--- src/rtl/fp_accumulator.sv ---
// Streaming accumulator front end for a combinational floating point adder.
// Sums a valid/ready operand stream and presents the final sum with sticky flags.
module fp_accumulator #(
    parameter int BIT_SIZE = 32,
    parameter int CNT_W    = 16
) (
    input  logic                clk,
    input  logic                rst_n,
    input  logic                in_valid,
    output logic                in_ready,
    input  logic [BIT_SIZE-1:0] in_data,
    input  logic                in_last,
    output logic                out_valid,
    input  logic                out_ready,
    output logic [BIT_SIZE-1:0] out_data,
    output logic [CNT_W-1:0]    out_count,
    output logic                out_overflow,
    output logic                out_NaN,
    output logic                out_precLost,
    output logic [BIT_SIZE-1:0] add_num0,
    output logic [BIT_SIZE-1:0] add_num1,
    input  logic [BIT_SIZE-1:0] add_res,
    input  logic                add_overflow,
    input  logic                add_NaN,
    input  logic                add_precLost
);

    localparam int EXP_W  = (BIT_SIZE == 64) ? 11 : 8;
    localparam int FRAC_W = BIT_SIZE - 1 - EXP_W;

    localparam logic [CNT_W-1:0] CNT_MAX = {CNT_W{1'b1}};
    localparam logic [CNT_W-1:0] CNT_ONE = {{(CNT_W-1){1'b0}}, 1'b1};

    localparam logic [BIT_SIZE-1:0] QNAN =
        {1'b0, {EXP_W{1'b1}}, 1'b1, {(FRAC_W-1){1'b0}}};

    typedef enum logic [1:0] {
        IDLE  = 2'd0,
        ACCUM = 2'd1,
        HOLD  = 2'd2
    } stateT;

    stateT state;
    stateT stateNext;

    logic [BIT_SIZE-1:0] acc;
    logic [CNT_W-1:0]    count;
    logic                overflowSticky;
    logic                nanSticky;
    logic                precLostSticky;
    logic                accept;
    logic                inIsNaN;

    assign in_ready  = (state != HOLD);
    assign out_valid = (state == HOLD);
    assign accept    = in_valid & in_ready;

    assign inIsNaN = (&in_data[BIT_SIZE-2:FRAC_W])
                   & (|in_data[FRAC_W-1:0]);

    assign add_num0 = acc;
    assign add_num1 = in_data;

    assign out_data     = nanSticky ? QNAN : acc;
    assign out_count    = count;
    assign out_overflow = overflowSticky;
    assign out_NaN      = nanSticky;
    assign out_precLost = precLostSticky;

    // State register; reset returns to IDLE regardless of traffic.
    always_ff @(posedge clk) begin
        if (!rst_n) begin
            state <= IDLE;
        end else begin
            state <= stateNext;
        end
    end

    // Next state: streams open on first accept, close on last beat, drain on out_ready.
    always_comb begin
        stateNext = state;
        unique case (state)
            IDLE: begin
                if (accept) begin
                    stateNext = in_last ? HOLD : ACCUM;
                end
            end
            ACCUM: begin
                if (accept && in_last) begin
                    stateNext = HOLD;
                end
            end
            HOLD: begin
                if (out_ready) begin
                    stateNext = IDLE;
                end
            end
            default: stateNext = IDLE;
        endcase
    end

    // Datapath: first beat loads directly, later beats take the adder result.
    always_ff @(posedge clk) begin
        if (!rst_n) begin
            acc            <= '0;
            count          <= '0;
            overflowSticky <= 1'b0;
            nanSticky      <= 1'b0;
            precLostSticky <= 1'b0;
        end else if (accept && state == IDLE) begin
            acc            <= in_data;
            count          <= CNT_ONE;
            overflowSticky <= 1'b0;
            nanSticky      <= inIsNaN;
            precLostSticky <= 1'b0;
        end else if (accept && state == ACCUM) begin
            acc            <= add_res;
            count          <= (count == CNT_MAX) ? count : count + CNT_ONE;
            overflowSticky <= overflowSticky | add_overflow;
            nanSticky      <= nanSticky | add_NaN;
            precLostSticky <= precLostSticky | add_precLost;
        end
    end

endmodule

--- config.mk ---
export PLATFORM = sky130hd
export DESIGN_NAME = fp_accumulator
export DESIGN_NICKNAME = d
export VERILOG_FILES = /design/src/rtl/fp_accumulator.sv
export SDC_FILE = /design/constraint.sdc
export NUM_CORES = 1
export LEC_CHECK = 0
export CAP_MARGIN = 25
export CORE_ASPECT_RATIO = 0.9
export CORE_MARGIN = 2
export CORE_UTILIZATION = 30
export CTS_CLUSTER_DIAMETER = 50
export DETAILED_ROUTE_END_ITERATION = 6
export HOLD_SLACK_MARGIN = 0.06
export PLACE_DENSITY = 0.68
export SYNTH_ARGS = -nofsm -noshare
export SYNTH_HDL_FRONTEND = slang
export SYNTH_SLANG_ARGS = --single-unit
--- constraint.sdc ---
create_clock -name clk -period 2.4 [get_ports clk]
set_input_delay 0.24 -clock clk [delete_from_list [all_inputs] [get_ports clk]]
set_output_delay 0.24 -clock clk [all_outputs]
set_load 0.01 [all_outputs]
# [Word-level counts from Yosys, hierarchy flattened]
# Index checks and enable logic that the tools add are counted.
# Widths: inputs -> output; s select.
[word_totals] register_bits=53 elab_cells=47 output_inout_bits=117 input_bits=72
[op_classes] reduce_logical=11 muxes=13 add_sub_neg=1 bitwise=7 n_eq_ne=8
[op_table] cell="$mux 32" count=3
[op_table] cell="$reduce_or 23->1" count=1
[op_table] cell="$add 16x1->16 const B" count=1
[op_table] cell="$eq 16x16->1 const B" count=1
[op_table] cell="$mux 2" count=4
[op_table] cell="$ne 2x2->1 const B" count=4
[op_table] cell="$reduce_and 8->1" count=1
[op_table] cell="$pmux 2 s3" count=1
[op_table] cell="$mux 1" count=5
[op_table] cell="$reduce_and 2->1" count=2
[op_table] cell="$logic_and 1x1->1" count=3
[op_table] cell="$or 1x1->1" count=3
[op_table] cell="$reduce_and 3->1" count=1
[op_table] cell="$and 1x1->1" count=2
[op_table] cell="$eq 2x1->1 const B" count=1
[op_table] cell="$eq 2x2->1 const B" count=1
[op_table] cell="$logic_not 2->1" count=1
[op_table] cell="$ne 2x1->1 const B" count=1
[op_table] cell="$not 1->1" count=2
[op_table] cell="$reduce_bool 2->1" count=1
[op_table] cell="$reduce_or 2->1" count=1

# [Longest topological paths before layout]
# Gate-level depths: netlist of the first run.
[depth] ltp_word=5 mapped_depth=6

# [Worst setup path before layout of the first run]
# OpenSTA, ideal clock, no wires.
[synth_timing] path_type="register to register" start="register count[0] (netlist: out_count[0])" end="register count[11] (netlist: out_count[11])" path_slack_ns=0.680 n_path_buf=1 required_time_ns=2.330 period_less_slack_ns=1.720 stages_incl_launch_ff=7 arrival_time_ns=1.650 cell_sequence="dfxtp_1 > ha_1 > and4_4 > nor3b_1 > buf_2 > or4_1 > a21oi_1"
[synth_via] elab_chain_cells=3
[synth_rtl] item="start, declared" line="47" text="logic [CNT_W-1:0] count;"
[synth_rtl] item="start signal, assigned" line="118" text="count <= (count == CNT_MAX) ? count : count + CNT_ONE;"
[synth_rtl] item="parallel branches: the longest is 3 deep, another holds $add 16x1->16"
# Parallel ways; which one is timed is not known.
# A chain may end at the register's enable or synchronous reset.

# [Worst setup path in the final report of the first run]
[layout_timing] start="register nanSticky (netlist: out_NaN)" end="output port out_NaN"
[layout_rtl] item="start, declared" line="49" text="logic nanSticky;"
[layout_rtl] item="start signal, assigned" line="114" text="nanSticky <= inIsNaN;"
[layout_rtl] item="start signal, assigned" line="120" text="nanSticky <= nanSticky | add_NaN;"
[layout_rtl] item="end, declared" line="18" text="output logic out_NaN,"
# No word-level cell between the ends.

==> results.py, run 1 <==
metrics = {
    "worst_hold_path": {
        "hold_class": "reg -> reg",
        "hold_depth": 2,
        "hold_start": "out_overflow",
        "holdPathEnd": "out_overflow",
    },
    "timing": {
        "skew_ns": 0.00227,
        "finalSetupViolations": 0,
        "min_period_over_period_pct": 85.0,
        "slew_headroom_pct": 54.8,
        "worst_slew_pin_slew_ns": 0.677,
        "setup_tns_ns": 0,
        "drv_slew": 0,
        "rsz0062_at_grt": "false",
        "finalHoldViolations": 0,
        "fmax_mhz": 490,
        "finalCriticalPeriod_ns": 2.04,
    },
    "cts": {
        "numCtsBuffers": 5,
        "cts_tree": "done",
        "htree_levels": 2,
        "path_clk_slew_ns": 0.09,
        "ctsResizeCount": 0,
        "clock_tree.root_cell": "clkbuf_8",
        "cts-hold-fix-buffers": 0,
        "cts_setup_buffers": 0,
        "clock_sinks": 53,
        "clk_latency_ns": 0.29,
        "clk_path_buf_depth": 2,
    },
    "flow_run": {
        "drv_cap": 0,
    },
    "worst_setup_path": {
        "rrSetupSlack_ns": 0.58,
        "cp.arrival_ns": 1.80,
        "r2r_end": "out_count[13]",
        "timing.rr.start": "out_count[0]",
        "path_buf_inv": 2,
        "critPathKind": "reg -> out",
        "rr_worst_depth": 6,
        "cpLargestDelayFamily": "buffers and inverters",
        "start_kind": "flop",
        "critical_path.max_stage_delay_ns": 0.59,
        "cp_cell_sequence": "buf_4 -> clkdlybuf4s50_1",
        "crit_path_max_fanout": 22,
        "required_ns": 2.16,
        "slowest_stage": "clkdlybuf4s50_1",
        "setup.worst_path.end_class": "primary output",
    },
    "logic_synthesis": {
        "synth_nets": 418,
        "ys_ff_latch": 53,
        "avgSynthCellArea_um2": 8.57,
        "synth_cells": 345,
        "async_reset_ff_share_pct": 0,
        "yosys_warnings": 0,
        "synth-edff-count": 0,
        "synthesis.area_um2": 2960,
        "ys.flop_type": "dfxtp_1",
        "yosysSeqAreaShare_pct": 35.9,
        "yosysUniqueCellTypes": 42,
    },
    "floorplan": {
        "fp-row-count": 34,
        "dieHeight_um": 98.2,
        "die_w_um": 109,
        "die_area_um2": 10700,
        "io_pins": 189,
        "core_area_um2": 9610,
        "initial_core_util_pct": 30.8,
    },
    "detailed_routing": {
        "dr.pass1.iters": 4,
        "drc": 0,
        "drt_iter0_drc": 116,
        "wire_per_inst_um": 15.7,
        "drtAntennaViolNets": 0,
        "vias": 3009,
        "avgViaCountPerCell": 4.87,
        "drt-total-wl_um": 9700,
    },
    "cells_and_area": {
        "drive_gt1_share_pct": 5.28,
        "final_util_pct": 49.8,
        "fin_nets": 564,
        "diodes": 0,
        "area_growth_pct": 62.0,
        "fin_area_um2": 4790,
    },
    "power": {
        "peakVddDrop_v": 0.000227,
        "p_leak_uw": 0.00173,
        "powerDensity_nw_per_um2": 457,
        "totalPowerFinal_uw": 2190,
    },
    "grt": {
        "grt_max_degree": 39,
        "grt_pass1_vias": 2891,
        "grt_overflow": 0,
        "grt_usage_pct": 17.5,
        "antenna_found_initial": 0,
        "grt_pass1_wl_um": 14900,
    },
    "placed_design": {
        "port_buffers": 188,
        "place_congestion": 0.786,
        "post-dp-hpwl_um": 7460,
        "dpl_cell_area_um2": 4710,
    },
    "outcome": {
        "status": "complete, no violations",
    },
}
-- how the worst max path moves through the flow --
stage               cells past startpoint             to  slack, ns    startpoint
finish                                  2        out_NaN       0.36       out_NaN
global route                            3   out_data[13]       0.19       out_NaN
CTS                                     2        out_NaN       0.32       out_NaN
detailed placement                      5  out_count[14]       0.37      in_valid
global placement                        5  out_count[13]       0.41      in_valid
floorplan                               6  out_count[11]       0.68  out_count[0]
-- stage by stage --
step / cells / setup WS, ns / hold slack [ns]
3_3_place_gp: 610 / 0.406 / 0.453
6_report: 618 / 0.360 / 0.501
3_5_place_dp: 610 / 0.365 / 0.479
4_1_cts: 618 / 0.315 / 0.503
5_1_grt: 618 / 0.192 / 0.531
2_1_floorplan: 345 / 0.680 / 0.353
-- logic make-up after synthesis --
logic type,after synthesis,share of synthesized area (%)
flops,53,35.9
compound gates,70,16.1
buf+inv,60,12.2
mux,32,10.8
fa+ha+maj,1,0.423
simple gates,128,24.2
xor+xnor,1,0.296
-- synthesized netlist by cell type (all sizes together) (4+ instances only) --
library cell | number | share of area, %
dfxtp | 53 | 36
nor2 | 38 | 4.8
nand2 | 6 | 0.76
or3 | 6 | 1.3
or2 | 9 | 1.9
o21ai | 8 | 1.4
nand3 | 10 | 1.7
inv | 4 | 0.51
a21oi | 15 | 2.5
or4 | 5 | 1.3
nor2b | 24 | 5.1
mux2i | 32 | 11
o31ai | 4 | 1.0
buf | 41 | 9.8
nor4 | 7 | 1.5
nand4 | 8 | 2.2
a211oi | 32 | 8.1
clkbuf | 15 | 1.9
-- power breakdown --
part	internal [uW]	total [uW]	switching [uW]
sequential	934	979	44.9
clock	208	489	281
combinational	426	721	295
-- worst register-to-register path, cell delays in order, from the launching register on --
cell and delay (ns):
dfxtp_1 0.36, ha_1 0.25, and4_4 0.21, nor3b_1 0.13, buf_4 0.17, or4_1 0.49
a21oi_1 0.15
-- flip-flops by register name, summed over array words and instances, names as in the netlist --
register / count
add_num0: 32
out_precLost: 1
state: 2
out_NaN: 1
out_overflow: 1
out_count: 16
-- per-layer routing --
metal,global-route usage (%),share of wire [%]
met5,0,0
met4,4.14,0.59
met3,2.74,6.6
met2,29.8,49
met1,23.0,44
-- layout by cell type, fill, tap and decap left out, drive strengths merged, types with 9 or more instances in the layout --
cell and n:
nor2 38, a211oi 32, clkdlybuf4s50 188, dfxtp 53, or2 9, a21oi 15
nand3 10, mux2i 32, nor2b 24
-- area by class of cell --
type	count	area (um^2)
Multi-Input combinational cell	232	1540
Clock buffer	8	80.1
Inverter	4	15.0
Tap cell	126	158
Fill cell	938	4820
Sequential cell	53	1060
Timing Repair Buffer	195	1930
Power figures use the tool's default switching activity.
==> run 2, diff against run 1 <==
- ABC_CLOCK_PERIOD_IN_PS: unset -> 2400
==> results of run 2 <==
No change in the layout: final DEF, timing and power equal those of run 1.
